$ cat src/rtl/bridge_pkg.sv
// Shared encodings for the AHB-Lite to APB bridge: FSM states and AHB bus constants.
package bridge_pkg;

    typedef enum logic [2:0] {
        ST_IDLE   = 3'd0,
        ST_LATCH  = 3'd1,
        ST_SETUP  = 3'd2,
        ST_ACCESS = 3'd3,
        ST_DONE   = 3'd4,
        ST_ERR1   = 3'd5,
        ST_ERR2   = 3'd6
    } state_t;

    localparam logic [1:0] HTRANS_NONSEQ = 2'b10;
    localparam logic [1:0] HTRANS_SEQ    = 2'b11;
    localparam logic [1:0] HRESP_OKAY    = 2'b00;
    localparam logic [1:0] HRESP_ERROR   = 2'b01;

    function automatic int idx_width(input int n);
        return (n > 1) ? $clog2(n) : 1;
    endfunction

endpackage

$ cat src/rtl/apb_addr_decode.sv
// Base/size address decode: maps an AHB address onto one of NSLV equally sized APB slave regions.
module apb_addr_decode
    import bridge_pkg::*;
#(
    parameter int              AW        = 32,
    parameter int              NSLV      = 4,
    parameter int              SLV_AW    = 12,
    parameter logic [AW-1:0]   BASE_ADDR = 32'h8000_0000,
    parameter int              IW        = idx_width(NSLV)
) (
    input  logic [AW-1:0]   addr,
    output logic [NSLV-1:0] sel,
    output logic [IW-1:0]   idx,
    output logic            miss
);

    localparam logic [AW:0] LIMIT = (AW+1)'(NSLV) << SLV_AW;

    logic [AW-1:0] off;
    logic          hit;

    // Unsigned wrap makes addresses below BASE_ADDR land far above LIMIT.
    assign off  = addr - BASE_ADDR;
    assign hit  = {1'b0, off} < LIMIT;
    assign idx  = off[SLV_AW +: IW];
    assign miss = !hit;

    always_comb begin
        sel = '0;
        for (int k = 0; k < NSLV; k++) begin
            sel[k] = hit && (idx == IW'(k));
        end
    end

endmodule

$ cat src/rtl/ahb_apb_bridge_mslv.sv
// AHB-Lite to multi-slave APB3 bridge with wait states, slave/decode errors and access timeout.
//  state  | meaning
//  IDLE   | ready for a new AHB transfer
//  LATCH  | AHB data phase, capture write data
//  SETUP  | APB setup phase, Pselx asserted
//  ACCESS | APB access phase, waiting for Pready
//  DONE   | OKAY response, can accept next transfer
//  ERR1   | first ERROR cycle, Hreadyout low
//  ERR2   | second ERROR cycle, can accept next transfer
module ahb_apb_bridge_mslv
    import bridge_pkg::*;
#(
    parameter int            DW        = 32,
    parameter int            AW        = 32,
    parameter int            NSLV      = 4,
    parameter int            SLV_AW    = 12,
    parameter logic [AW-1:0] BASE_ADDR = 32'h8000_0000,
    parameter int            TIMEOUT   = 0
) (
    input  logic               Hclk,
    input  logic               Hreset,
    input  logic               Hreadyin,
    input  logic [1:0]         Htrans,
    input  logic               Hwrite,
    input  logic [AW-1:0]      Haddr,
    input  logic [DW-1:0]      Hwdata,
    output logic               Hreadyout,
    output logic [1:0]         Hresp,
    output logic [DW-1:0]      Hrdata,
    output logic [NSLV-1:0]    Pselx,
    output logic               Penable,
    output logic               Pwrite,
    output logic [AW-1:0]      Paddr,
    output logic [DW-1:0]      Pwdata,
    input  logic [NSLV*DW-1:0] Prdata,
    input  logic [NSLV-1:0]    Pready,
    input  logic [NSLV-1:0]    Pslverr
);

    localparam int IW = idx_width(NSLV);
    localparam int TW = (TIMEOUT > 1) ? $clog2(TIMEOUT) : 1;

    state_t          state_q, state_d;
    logic [NSLV-1:0] dec_sel, sel_q;
    logic [IW-1:0]   dec_idx, idx_q;
    logic            dec_miss;
    logic            accept;
    logic            prdy, perr;
    logic [DW-1:0]   prd;
    logic [TW-1:0]   tmo_cnt;
    logic            tmo_hit;

    apb_addr_decode #(
        .AW        (AW),
        .NSLV      (NSLV),
        .SLV_AW    (SLV_AW),
        .BASE_ADDR (BASE_ADDR),
        .IW        (IW)
    ) u_dec (
        .addr (Haddr),
        .sel  (dec_sel),
        .idx  (dec_idx),
        .miss (dec_miss)
    );

    // Hreadyout is high exactly in IDLE/DONE/ERR2, so it doubles as the accept window.
    assign accept = Hreadyin && Hreadyout &&
                    ((Htrans == HTRANS_NONSEQ) || (Htrans == HTRANS_SEQ));

    assign tmo_hit = (TIMEOUT != 0) && (tmo_cnt == TW'(TIMEOUT - 1));

    always_comb begin
        prdy = 1'b0;
        perr = 1'b0;
        prd  = '0;
        for (int k = 0; k < NSLV; k++) begin
            if (idx_q == IW'(k)) begin
                prdy = Pready[k];
                perr = Pslverr[k];
                prd  = Prdata[k*DW +: DW];
            end
        end
    end

    always_ff @(posedge Hclk) begin
        if (Hreset) state_q <= ST_IDLE;
        else        state_q <= state_d;
    end

    always_comb begin
        state_d = state_q;
        case (state_q)
            ST_IDLE, ST_DONE, ST_ERR2: begin
                if (accept) state_d = dec_miss ? ST_ERR1 : ST_LATCH;
                else        state_d = ST_IDLE;
            end
            ST_LATCH:  state_d = ST_SETUP;
            ST_SETUP:  state_d = ST_ACCESS;
            ST_ACCESS: begin
                if (prdy)         state_d = perr ? ST_ERR1 : ST_DONE;
                else if (tmo_hit) state_d = ST_ERR1;
            end
            ST_ERR1:   state_d = ST_ERR2;
            default:   state_d = ST_IDLE;
        endcase
    end

    always_ff @(posedge Hclk) begin
        if (Hreset) begin
            Hreadyout <= 1'b1;
            Hresp     <= HRESP_OKAY;
            Hrdata    <= '0;
            Pselx     <= '0;
            Penable   <= 1'b0;
            Pwrite    <= 1'b0;
            Paddr     <= '0;
            Pwdata    <= '0;
            sel_q     <= '0;
            idx_q     <= '0;
            tmo_cnt   <= '0;
        end else begin
            Hreadyout <= (state_d == ST_IDLE) || (state_d == ST_DONE) || (state_d == ST_ERR2);
            Hresp     <= ((state_d == ST_ERR1) || (state_d == ST_ERR2)) ? HRESP_ERROR : HRESP_OKAY;
            Pselx     <= ((state_d == ST_SETUP) || (state_d == ST_ACCESS)) ? sel_q : '0;
            Penable   <= (state_d == ST_ACCESS);

            if (accept) begin
                Paddr  <= Haddr;
                Pwrite <= Hwrite;
                sel_q  <= dec_sel;
                idx_q  <= dec_idx;
            end

            if ((state_q == ST_LATCH) && Pwrite) Pwdata <= Hwdata;

            if ((state_q == ST_ACCESS) && prdy && !perr && !Pwrite) Hrdata <= prd;

            if (state_q == ST_SETUP)       tmo_cnt <= '0;
            else if (state_q == ST_ACCESS) tmo_cnt <= tmo_cnt + 1'b1;
        end
    end

endmodule

$ cat config.mk
export PLATFORM = sky130hd
export DESIGN_NAME = ahb_apb_bridge_mslv
export DESIGN_NICKNAME = d
export VERILOG_FILES = /design/src/rtl/bridge_pkg.sv /design/src/rtl/apb_addr_decode.sv /design/src/rtl/ahb_apb_bridge_mslv.sv
export SDC_FILE = /design/constraint.sdc
export NUM_CORES = 1
export LEC_CHECK = 0
export CAP_MARGIN = 10
export CORE_ASPECT_RATIO = 0.5
export CORE_UTILIZATION = 37
export CTS_CLUSTER_DIAMETER = 200
export DETAILED_ROUTE_END_ITERATION = 10
export MAX_ROUTING_LAYER = met4
export PLACE_DENSITY = 0.86
export SLEW_MARGIN = 40
export SYNTH_ARGS = -nofsm -noshare
export SYNTH_HDL_FRONTEND = slang
export SYNTH_SLANG_ARGS = --single-unit
$ cat constraint.sdc
create_clock -name Hclk -period 1.95 [get_ports Hclk]
set_input_delay 0.4875 -clock Hclk [delete_from_list [all_inputs] [get_ports Hclk]]
set_output_delay 0.4875 -clock Hclk [all_outputs]
set_load 0.005 [all_outputs]
# Yosys cells after proc, flatten, opt, wreduce, memory -nomap -nowiden
# Cells that the tools add are included.
word_totals:
  regBits: 114
  wordCells: 74
  inputBits: 206
  out_inout_bits: 105
op_classes:
  n_lt_le_gt_ge: 1
  bitwise: 1
  add_sub_neg: 1
  n_reduce_logical: 23
  n_mux: 18
  eq_ne: 19
op_table:
  columns: ["op", "count"]
  rows:
  - ["32-bit two-way mux", 4]
  - ["32-bit by 15-bit < comparator with 1-bit output (second input constant)", 1]
  - ["32-bit subtractor (second input constant)", 1]
  - ["3-bit equality test (second input constant)", 6]
  - ["3-bit one-hot mux with 5 select lines", 1]
  - ["2-bit equality test (second input constant)", 6]
  - ["3-bit by 2-bit equality test with 1-bit output (second input constant)", 4]
  - ["1-bit logical AND", 10]
  - ["1-bit two-way mux", 10]
  - ["3-bit two-way mux", 3]
  - ["3-bit zero test", 2]
  - ["1-bit logical OR", 5]
  - ["2-bit by 1-bit equality test with 1-bit output (second input constant)", 2]
  - ["2-bit zero test", 2]
  - ["3-bit by 1-bit equality test with 1-bit output (second input constant)", 1]
  - ["3-bit OR reduction", 1]
  - ["1-bit zero test", 2]
  - ["2-bit OR reduction", 1]
  - ["1-bit inverter", 1]

# Depth between registers and ports, before layout
depth:
  ltp_word: 12
  mapped_depth: 7
  ltp_nobuf: 4

# Modules after synthesis
# From an unflattened synthesis, not the netlist that was laid out.
unflattened:
  hier_cells: 574
  area_unflattened_um2: 5667.9
by_module_without_submodules:
  columns: ["module", "n_inst", "seq_area_each_um2", "area_each_um2", "cells_each"]
  rows:
  - ["ahb_apb_bridge_mslv", 1, 2262.2, 5550.3, 559]
  - ["apb_addr_decode", 1, 0.0, 117.6, 15]

# Worst setup path after synthesis
# Ideal clock, no wire load.
synth_path:
  kind: "reg2reg"
  start: "reg Paddr[12] (netlist name)"
  end: "reg Hrdata[1]"
  n_path_buf: 3
  slack_ns: 0.442
  setup_ns: 0.132
  path_stages_with_launch: 8
  t_arrival_ns: 1.376
  required_ns: 1.818
  path_cell_list: "dfxtp_1 -> buf_4 -> nand2b_1 -> o22a_1 -> buf_6 -> buf_6 -> o31ai_1 -> a21oi_1"
synth_lines:
  columns: ["item", "line_no", "text"]
  rows:
  - ["end signal, assigned", "ahb_apb_bridge_mslv.sv:136", "if ((state_q == ST_ACCESS) && prdy && !perr && !Pwrite) Hrdata <= prd;"]
  - ["end, declared", "ahb_apb_bridge_mslv.sv:29", "output logic [DW-1:0] Hrdata,"]

# Worst setup path in the final report
layout_path:
  start: "reg Paddr[12]"
  end: "out Paddr[12]"
layout_lines:
  columns: ["item", "line_no", "text"]
  rows:
  - ["start, declared", "ahb_apb_bridge_mslv.sv:33", "output logic [AW-1:0] Paddr,"]
  - ["start signal, assigned", "ahb_apb_bridge_mslv.sv:128", "Paddr <= Haddr;"]
# No word-level cell between the ends.

==> summary.txt <==
Route
  • DR pass1 iterations: 5
  • Wirelength per Cell: approximately 19 um
  • Antenna-violating nets left: 0
  • DR vias: about 5400
  • DR vias/cell: roughly 5.4
  • DRC viols: 0
  • Routed WL: about 19 mm
  • Initial DRC count: between 300 and 400

Finish
  • Net count, final: 1048
  • Share of layout cells above drive strength 1: a little over a tenth
  • Fillcell total: around 1000
  • Design area: between 0.008 and 0.009 mm2
  • Commonest non-fill, non-tap cell in the layout: clkdlybuf4s50_1
  • Commonest cells after routing, fill and taps aside: clkdlybuf4s50_1 (307), nand2_1 (134), dfxtp_1 (108)
  • Layout area overhead: 72.1%
  • Number of inserted diodes: 0

Power and ir drop
  • Peak supply drop: around 450 uV
  • Clock power frac: 33.0%
  • Leakage: ~2.9 nW
  • Total Power: between 0.005 and 0.006 W
  • P_int: roughly 0.0039 W
  • Power density over the cells: ~600 mW/mm2
  • Net Sw Frac: a little over a quarter
  • Comb pwr share: 22.4%
  • Sequential power share: 44.7%
  • Net Sw Power: approximately 0.0014 W

Timing
  • Final Max Slew Viols: 0
  • Max Clock Freq: 0.532 GHz
  • Endpoints failing hold: 0
  • Final Cycle Share: 96.4%
  • Worst Clk Skew: between 15 and 20 ps
  • Final TNS setup: 0 ps
  • Final Setup Violations: 0
  • RSZ-0062 raised after global routing: no
  • Minimum clock period after layout: approximately 1900 ps

Die
  • Rows: 29
  • Die area: 0.0141 mm2
  • CORE AREA: about 0.013 mm2
  • I/O pins: 311
  • Initial core utilization: roughly two fifths
  • Die Width: between 150 and 200 um
  • Die Y: ~85 um

Clock network
  • H-tree lvl count: 3
  • Post-CTS Repair Setup Buffers: 0
  • Root buffer cell: clkbuf_16
  • CTS buffer count: 9
  • CTS tree: yes
  • CTS Sinks: 111
  • Clk Latency, worst-skew pair: 350 ps
  • CTS clk-pin slew, worst paths: about 80 ps
  • CTS max path bufs: 2
  • Hold Buf Count CTS: 0

Status
  • Status: complete, no violations

Yosys
  • Syn Inst Count: 546
  • EDFF count, synth: 0
  • Async SR Flop Fraction: 0%
  • Syn_area_per_cell: 9.24 um2
  • Cell Area, Synth: 0.00504 mm2
  • Synth unique cells: 39
  • Sequential fraction of the synthesis area: roughly 44%
  • Yosys warning total: 0
  • Syn nets: between 700 and 800
  • Number of synthesized register bits: 111
  • Ys flop type: dfxtp_1

Worst setup path
  • CP top delay family: buffers and inverters
  • Reg2reg end: Hreadyout
  • Setup slack, reg-to-reg: approximately 200 ps
  • Worst setup path startpoint: Paddr[12]
  • CP Buf/Inv Count: 2
  • CP max stage delay: 510 ps
  • R2R depth: 5
  • Slowest cell on the critical path: clkdlybuf4s50_1
  • CP Max Fanout: 9
  • Cell Chain, Critical Path: buf_8, clkdlybuf4s50_1
  • CP endpoint kind: primary output
  • WP data arrival: ~1400 ps
  • FF-to-FF Start: Paddr[12]
  • Worst EP required: 1460 ps
  • CP Launch Type: register
  • Crit Path Category: reg2out
  • Number of cells on the critical path: 2

Min path
  • Worst Hold Path EP: Pwdata[3]
  • Hold path cells: 2
  • Hold WC Path Type: reg2reg
  • Min-delay src: Pwdata[3]

Global routing
  • Largest net degree at the start of global routing: 39
  • Overall Global Routing Usage: about 27%
  • Initial antenna violation count: 0
  • Vias in the first global route: roughly 5500
  • Congestion Overflow GR: 0
  • First-pass GRT wire length: around 29 mm

Flow run
  • Max-Cap Viols: 0

Place
  • PortBufs: between 300 and 400
  • Area post-placement: ~0.0084 mm2
  • HPWL Detailed: about 15 mm
  • GPL Wtd Cong: about 0.9
## power groups by stage
| stage | sequential, W | combinational, W | clock (W) |
|---|---|---|---|
| after floorplan | 0.00242 | 0.000460 | 0 |
| after detailed placement | 0.00243 | 0.00117 | 0 |
| final | 0.00237 | 0.00119 | 0.00175 |
| after CTS | 0.00237 | 0.00118 | 0.00180 |
| after global routing | 0.00238 | 0.00125 | 0.00189 |
| after global placement | 0.00242 | 0.00115 | 0 |
## cells in the mapped netlist (all sizes together), types with 2 or more instances
cell type | count | area [um2]
clkbuf | 30 | 113
nand2b | 3 | 18.8
a221oi | 2 | 17.5
nand2 | 134 | 503
nor4 | 3 | 18.8
buf | 24 | 161
mux2i | 5 | 53.8
nand4b | 2 | 17.5
dfxtp | 111 | 2220
and2 | 2 | 12.5
a21oi | 102 | 510
mux4 | 32 | 721
nand4 | 34 | 213
nor2b | 2 | 12.5
and4 | 5 | 43.8
nor2 | 5 | 18.8
o31ai | 32 | 240
## layout make-up
cell class              count  area (um2)  area share (%)
clock inverters             6        53.8           0.620
multi-input cells         381        2560            29.5
repair buffers            339        3400            39.1
well taps                 170         213            2.45
flip-flops and latches    111        2230            25.7
clock buffers              10         229            2.64
## timing repair
| action | in CTS | in global routing |
|---|---|---|
| gates resized for setup | 1 | 4 |
| endpoints found under the setup margin | 1 | 3 |
| endpoints found under the hold margin | 0 | 0 |
## flip-flops by register name, indices dropped and copies added (netlist names)
signal,count
sel_q,4
Hresp,1
Hreadyout,1
Penable,1
state_q,3
Hrdata,32
Pwrite,1
Pwdata,32
Pselx,4
Paddr,32
## worst max path at each step
stage | to
final | Paddr[12]
after global routing | Paddr[12]
after CTS | Paddr[13]
after detailed placement | Hresp[0]
after global placement | Hresp[0]
after floorplan | Hrdata[1]
## worst min-delay path, stage by stage, from the launching register on
cell     delay [ps]
dfxtp_1         310
nand2_1          50
a21oi_1          50
## through the flow
step	hold slack [ps]	util, %	instances	worst slack [ps]
2_1_floorplan	428	-	546	442
3_3_place_gp	441	64.5	1001	-144
3_5_place_dp	446	64.5	1001	-239
4_1_cts	457	66.7	1017	18.0
5_1_grt	479	66.8	1017	3.63
6_report	455	66.8	1017	70.5
## metal layers
| layer | up-vias | routed length [um] | track usage, % | part of all wire, % |
|---|---|---|---|---|
| li1 | 2577 | - | - | - |
| met1 | 2633 | 7640 | 31.8 | 40 |
| met2 | 200 | 9950 | 48.2 | 53 |
| met3 | 34 | 927 | 5.47 | 4.9 |
| met4 | 0 | 414 | 8.33 | 2.2 |
| met5 | - | 0 | - | 0 |
## cell families (layout without fill, tap and decap cells)
group           Yosys count  in the layout  synth area share (%)
mux                      38             38                  15.6
compound gates          144            144                  16.7
flops                   111            111                  44.1
simple gates            198            198                  18.2
other cells               1              1                0.0744
buf+inv                  54            355                  5.43
No activity file was read; power rests on OpenSTA's default activity.
